==> src/rtl/brightness_pkg.sv <==
// Shared types, default sizes and the result saturation helper.
package brightness_pkg;

  localparam int DEPTH_DEF         = 4;
  localparam int PE_DATA_WIDTH_DEF = 16;

  typedef enum logic [2:0] {
    IDLE,
    ARM,
    FEED,
    DRAIN,
    WRITE,
    DONE_ST
  } sched_state_t;

  function automatic logic [7:0] sat8(input logic [PE_DATA_WIDTH_DEF-1:0] x);
    return (|x[PE_DATA_WIDTH_DEF-1:8]) ? 8'hFF : x[7:0];
  endfunction

endpackage

==> src/rtl/brightness_tpu_scheduler_lane_feeder.sv <==
// Holds the accepted pixel block and presents one lane per cycle to the array.
// Zero latency from lane index to outputs; loads whenever the scheduler accepts a block.
module lane_feeder #(
  parameter int DEPTH         = 4,
  parameter int PE_DATA_WIDTH = 16,
  parameter int KW            = $clog2(DEPTH)
) (
  input  logic                       clk,
  input  logic                       reset,
  input  logic                       load,
  input  logic [PE_DATA_WIDTH*DEPTH-1:0] blk_data,
  input  logic                       active,
  input  logic [KW-1:0]              k,
  output logic [PE_DATA_WIDTH*DEPTH-1:0] sa_in,
  output logic [DEPTH-1:0]           sa_in_valid
);

  logic [PE_DATA_WIDTH-1:0] in_buf [DEPTH];

  always_ff @(posedge clk or posedge reset) begin
    if (reset) begin
      for (int i = 0; i < DEPTH; i++) in_buf[i] <= '0;
    end else if (load) begin
      for (int i = 0; i < DEPTH; i++) in_buf[i] <= blk_data[i*PE_DATA_WIDTH +: PE_DATA_WIDTH];
    end
  end

  // Only the selected lane carries data; idle lanes are held at zero.
  always_comb begin
    sa_in       = '0;
    sa_in_valid = '0;
    for (int i = 0; i < DEPTH; i++) begin
      if (active && k == KW'(i)) begin
        sa_in[i*PE_DATA_WIDTH +: PE_DATA_WIDTH] = in_buf[i];
        sa_in_valid[i]                          = 1'b1;
      end
    end
  end

endmodule

==> src/rtl/brightness_tpu_scheduler.sv <==
// Frame scheduler for the systolic brightness array: accept block, feed lanes, drain, write results.
// 15 cycles per block at defaults; tpu_ready is a level held only in ARM, so a waiting loader simply holds valid.
module brightness_tpu_scheduler
  import brightness_pkg::*;
#(
  parameter int DEPTH          = DEPTH_DEF,
  parameter int PE_DATA_WIDTH  = PE_DATA_WIDTH_DEF,
  parameter int OUT_ADDR_WIDTH = 6,
  parameter int DRAIN_CYCLES   = 2*DEPTH-1
) (
  input  logic                           clk,
  input  logic                           reset,
  input  logic                           start,
  input  logic [7:0]                     bright_offset,
  input  logic [PE_DATA_WIDTH*DEPTH-1:0] blk_data,
  input  logic                           blk_valid,
  input  logic                           blk_last,
  output logic                           tpu_ready,
  output logic [PE_DATA_WIDTH*DEPTH-1:0] sa_in,
  output logic [DEPTH-1:0]               sa_in_valid,
  output logic [PE_DATA_WIDTH-1:0]       sa_weight,
  input  logic [PE_DATA_WIDTH*DEPTH-1:0] sa_out,
  output logic                           wr_en,
  output logic [OUT_ADDR_WIDTH-1:0]      wr_addr,
  output logic [7:0]                     wr_data,
  output logic                           busy,
  output logic                           done
);

  localparam int KW = $clog2(DEPTH);
  localparam int CW = $clog2((DRAIN_CYCLES > DEPTH) ? DRAIN_CYCLES : DEPTH);
  localparam logic [CW-1:0] LAST_LANE  = CW'(DEPTH-1);
  localparam logic [CW-1:0] LAST_DRAIN = CW'(DRAIN_CYCLES-1);

  sched_state_t state, state_n;
  logic [CW-1:0] cnt;
  logic [7:0] offset_q;
  logic last_q;
  logic [PE_DATA_WIDTH-1:0] res_buf [DEPTH];
  logic accept;

  assign accept = (state == ARM) && blk_valid;

  always_ff @(posedge clk or posedge reset) begin
    if (reset) state <= IDLE;
    else       state <= state_n;
  end

  always_comb begin
    state_n   = state;
    tpu_ready = 1'b0;
    wr_en     = 1'b0;
    done      = 1'b0;
    busy      = (state != IDLE);
    case (state)
      IDLE:    if (start) state_n = ARM;
      ARM: begin
        tpu_ready = 1'b1;
        if (blk_valid) state_n = FEED;
      end
      FEED:    if (cnt == LAST_LANE) state_n = DRAIN;
      DRAIN:   if (cnt == LAST_DRAIN) state_n = WRITE;
      WRITE: begin
        wr_en = 1'b1;
        if (cnt == LAST_LANE) state_n = last_q ? DONE_ST : ARM;
      end
      DONE_ST: begin
        done    = 1'b1;
        state_n = IDLE;
      end
      default: state_n = IDLE;
    endcase
  end

  // One counter serves as lane index, drain timer and write index; it restarts on every state change.
  always_ff @(posedge clk or posedge reset) begin
    if (reset) begin
      cnt      <= '0;
      offset_q <= '0;
      last_q   <= 1'b0;
      wr_addr  <= '0;
      for (int i = 0; i < DEPTH; i++) res_buf[i] <= '0;
    end else begin
      if (state != state_n)
        cnt <= '0;
      else if (state == FEED || state == DRAIN || state == WRITE)
        cnt <= cnt + CW'(1);
      if (state == IDLE && start) begin
        offset_q <= bright_offset;
        wr_addr  <= '0;
      end else if (state == WRITE) begin
        wr_addr <= wr_addr + OUT_ADDR_WIDTH'(1);
      end
      if (accept) last_q <= blk_last;
      if (state == DRAIN && cnt == LAST_DRAIN) begin
        for (int i = 0; i < DEPTH; i++) res_buf[i] <= sa_out[i*PE_DATA_WIDTH +: PE_DATA_WIDTH];
      end
    end
  end

  assign sa_weight = {8'h00, offset_q};
  assign wr_data   = wr_en ? sat8(res_buf[cnt[KW-1:0]]) : 8'h00;

  lane_feeder #(
    .DEPTH         (DEPTH),
    .PE_DATA_WIDTH (PE_DATA_WIDTH),
    .KW            (KW)
  ) u_lane_feeder (
    .clk         (clk),
    .reset       (reset),
    .load        (accept),
    .blk_data    (blk_data),
    .active      (state == FEED),
    .k           (cnt[KW-1:0]),
    .sa_in       (sa_in),
    .sa_in_valid (sa_in_valid)
  );

endmodule

==> config.mk <==
export PLATFORM = sky130hd
export DESIGN_NAME = brightness_tpu_scheduler
export DESIGN_NICKNAME = d
export VERILOG_FILES = /design/src/rtl/brightness_pkg.sv /design/src/rtl/brightness_tpu_scheduler_lane_feeder.sv /design/src/rtl/brightness_tpu_scheduler.sv
export SDC_FILE = /design/constraint.sdc
export NUM_CORES = 1
export LEC_CHECK = 0
export CAP_MARGIN = 10
export CORE_MARGIN = 4
export CORE_UTILIZATION = 35
export DETAILED_ROUTE_END_ITERATION = 7
export PLACE_DENSITY_LB_ADDON = 0.1
export SLEW_MARGIN = 5
export SYNTH_ARGS = -nofsm -noshare
export SYNTH_HDL_FRONTEND = slang
export SYNTH_SLANG_ARGS = --single-unit
==> constraint.sdc <==
create_clock -name clk -period 5.51 [get_ports clk]
set_input_delay 1.102 -clock clk [delete_from_list [all_inputs] [get_ports clk]]
set_output_delay 1.102 -clock clk [all_outputs]
set_load 0.005 [all_outputs]
==> impl_metrics.py <==
metrics = {
    "run_status": {
        "status": "finished clean",
    },
    "yosys": {
        "synth_xor_area_frac": 0.006236,
        "synth_edf_count": 0,
        "synthArstFlopShare": 1.000,
        "synth_top_area_frac": 0.5309,
        "yosys_warnings": 0,
        "synthTopCellsByArea": "dfrtp_1 53%, mux2_2 13%, mux2_4 11%, and3_1 5.8%, mux4_2 2.6%",
        "syn_avg_cell_area_sq_um": 13.85,
        "synth-simple-area-share": 0.1170,
        "muxShareOfSynthArea": 0.2720,
        "ys_seq_area_frac": 0.5309,
        "syn_inst": 507,
        "ys.flop_type": "dfrtp_1",
        "ys_ff_latch": 149,
        "syn_area_sq_mm": 0.007023,
        "synth_fa_ha_area_frac": 0.01069,
        "synth_compound_area_frac": 0.01194,
        "yosys.cell_types.count": 45,
        "synth_top_family_by_area": "multiplexers",
        "yosys.area.top_type": "dfrtp_1",
    },
    "timing": {
        "timing_hold_violations_final": 0,
        "min_period_ps": 3947,
        "fin_crit_sh": 0.7164,
        "skew_ps": 12.38,
        "fmax_mhz": 253.3,
        "final.setup.tns_ps": 0,
        "slew_headroom": 0.3783,
        "post-route-worst-setup-slack_ps": 1563,
        "rsz0062_at_grt": "false",
        "tightest_slew_ps": 930.3,
        "slew_viol_final": 0,
        "setup_violations": 0,
    },
    "grt": {
        "grt_overflow_total": 0,
        "grt_max_degree": 81,
        "grt_pass1_vias": 5055,
        "antenna_found_initial": 0,
        "grt_pass1_wl_microns": 27590,
        "grt.total_usage": 0.1590,
    },
    "clock_network": {
        "clock_sinks": 149,
        "cts_root_buffer": "clkbuf_16",
        "cts-resized-gates": 0,
        "h-tree-depth": 4,
        "clk_latency_ps": 420,
        "cts_buffers": 17,
        "postCtsHoldBufs": 0,
        "cts_setup_buffers": 0,
        "cts_tree": "done",
        "clkTransAtPathRegs_ps": 60,
        "cts_max_path_buffers": 2,
    },
    "cells_and_area": {
        "final_common_cell": "clkdlybuf4s50_1",
        "diodes": 0,
        "drive_gt1_frac": 0.2547,
        "nets": 876,
        "fin_util": 0.5127,
        "syn_to_final_growth_pct": 43.01,
        "fill_cells": 1721,
        "final_cell_mix": "234 x clkdlybuf4s50_1, 149 x dfrtp_1, 83 x mux2_2, 65 x and3_1, 50 x mux2_4",
        "fin_area_sq_mm": 0.01004,
    },
    "power_and_ir_drop": {
        "pwr-share-clk": 0.254,
        "powerDensity_mw_per_mm2": 442.2,
        "p_sw_frac": 0.2938,
        "switching_power_mw": 1.305,
        "p_seq_frac": 0.406,
        "p_int_mw": 3.136,
        "ir_worst_vdd_v": 0.0002044,
        "power.leakage_nw": 4.558,
        "comb_power_share": 0.340,
    },
    "critical_path": {
        "worstSetupPathType": "reg2out",
        "crit_slowest_cell": "dfrtp_1",
        "path_max_fanout": 16,
        "crit_family": "simple AND/OR/NAND/NOR gates",
        "critPathCaptureType": "output port",
        "cp_cell_sequence": "or3b_1 -> inv_6 -> nand4_2 -> nand3_1 -> clkdlybuf4s50_1",
        "critPathBufInv": 2,
        "crit_path_max_incr_delay_ps": 590,
        "required_ps": 4410,
        "start_kind": "flip-flop",
        "cp.arrival_ps": 2850,
    },
    "floorplanning": {
        "num_io_pins": 243,
        "start_util": 0.3585,
        "core_region_area_sq_mm": 0.01959,
        "fp-row-count": 51,
        "fp.dieW_microns": 149.7,
        "fp.dieH_microns": 149.7,
        "die-area_sq_mm": 0.02240,
    },
    "detailed_routing": {
        "totalWireLength_microns": 17710,
        "wl_per_cell_microns": 17.59,
        "drcViolationCount": 0,
        "vias": 4769,
        "drt_iter0_markers": 197,
        "via_per_inst": 4.736,
        "first_pass_iters": 4,
        "drtAntennaViolNets": 0,
    },
    "placement": {
        "dpl.hpwl_microns": 12810,
        "place_ws_ps": 1811,
        "dpl-instance-area_sq_mm": 0.009443,
        "port-buffer-count": 234,
        "place.gp.congestion": 0.7541,
    },
    "flow_run": {
        "cap_violations": 0,
    },
    "min_path": {
        "hp-class": "reg2reg",
    },
}
[state kept, by name, summed over array words and instances (netlist names)]
signal,cells
u_lane_feeder.in_buf,64
res_buf,64
cnt,3
offset_q,8
last_q,1
state,3
wr_addr,6
[routing by layer]
metal / wire [microns] / global-route usage
met4: 421 / 0.06450
met5: 0 / 0
met2: 8525 / 0.2584
met3: 1211 / 0.04543
met1: 7552 / 0.2004
[synth_stat cells, types with 2 or more instances]
| cell type | number |
|---|---|
| buf_2 | 6 |
| nand4_1 | 2 |
| clkbuf_1 | 9 |
| nor3_1 | 4 |
| mux2_1 | 4 |
| ha_1 | 6 |
| nor2_1 | 12 |
| buf_8 | 5 |
| inv_1 | 5 |
| a21oi_1 | 4 |
| clkbuf_2 | 4 |
| xor2_1 | 4 |
| o21a_1 | 2 |
| buf_6 | 7 |
| nand2_1 | 17 |
| and3_1 | 65 |
| nand4_2 | 2 |
| nor4_1 | 4 |
| buf_4 | 12 |
| nand3_1 | 14 |
| dfrtp_1 | 149 |
| and2_1 | 4 |
| nand4b_1 | 2 |
| o21ai_0 | 5 |
| mux2_4 | 50 |
| mux4_2 | 8 |
| mux2_2 | 83 |
[power groups by stage]
stage	combinational, mW	clock [mW]	sequential, mW
after floorplan	1.07	0	1.69
after global placement	1.48	0	1.81
after detailed placement	1.50	0	1.82
after CTS	1.52	1.16	1.81
after global routing	1.64	1.21	1.86
final	1.51	1.13	1.80
[kinds of logic after synthesis]
| group | after synthesis |
|---|---|
| AOI/OAI and AO/OA | 14 |
| xor gates and xnor gates | 5 |
| adders and majority gates | 6 |
| buffers and inverters | 49 |
| DFF | 149 |
| muxes | 145 |
| other | 1 |
| and+or+nand+nor | 138 |
[path summary, 6_finish.rpt]
kind	cells past startpoint	slack, ps	endpoint	from
min in group asynchronous	2	1200	u_lane_feeder.in_buf[55]	reset
worst max register to register	6	1970	res_buf[60]	cnt[0]
worst min-delay path	1	490	res_buf[52]	res_buf[52]
worst min register to register	1	490	res_buf[52]	res_buf[52]
worst max-delay path	5	1560	wr_data[6]	state[2]
max in group asynchronous	3	3310	res_buf[48]	reset
[stage by stage]
| stage | power (mW) | hold slack [ps] | std cells |
|---|---|---|---|
| after CTS | 4.483 | 494.9 | 1006 |
| after floorplan | 2.763 | 453.3 | 514 |
| final | 4.441 | 490.6 | 1007 |
| after global placement | 3.291 | 469.5 | 974 |
| after detailed placement | 3.329 | 480.0 | 974 |
| after global routing | 4.707 | 506.7 | 1007 |
[area by class of cell]
type	count	area, sq um	area share
clock buffers	18	439.2	0.04373
clock inverters	14	141.4	0.01408
inverters	6	32.53	0.003239
multi-input cells	316	2978	0.2965
flip-flops and latches	149	3729	0.3712
well taps	265	331.6	0.03301
repair buffers	239	2392	0.2382
Note: power is estimated with default switching activity, not from simulation.
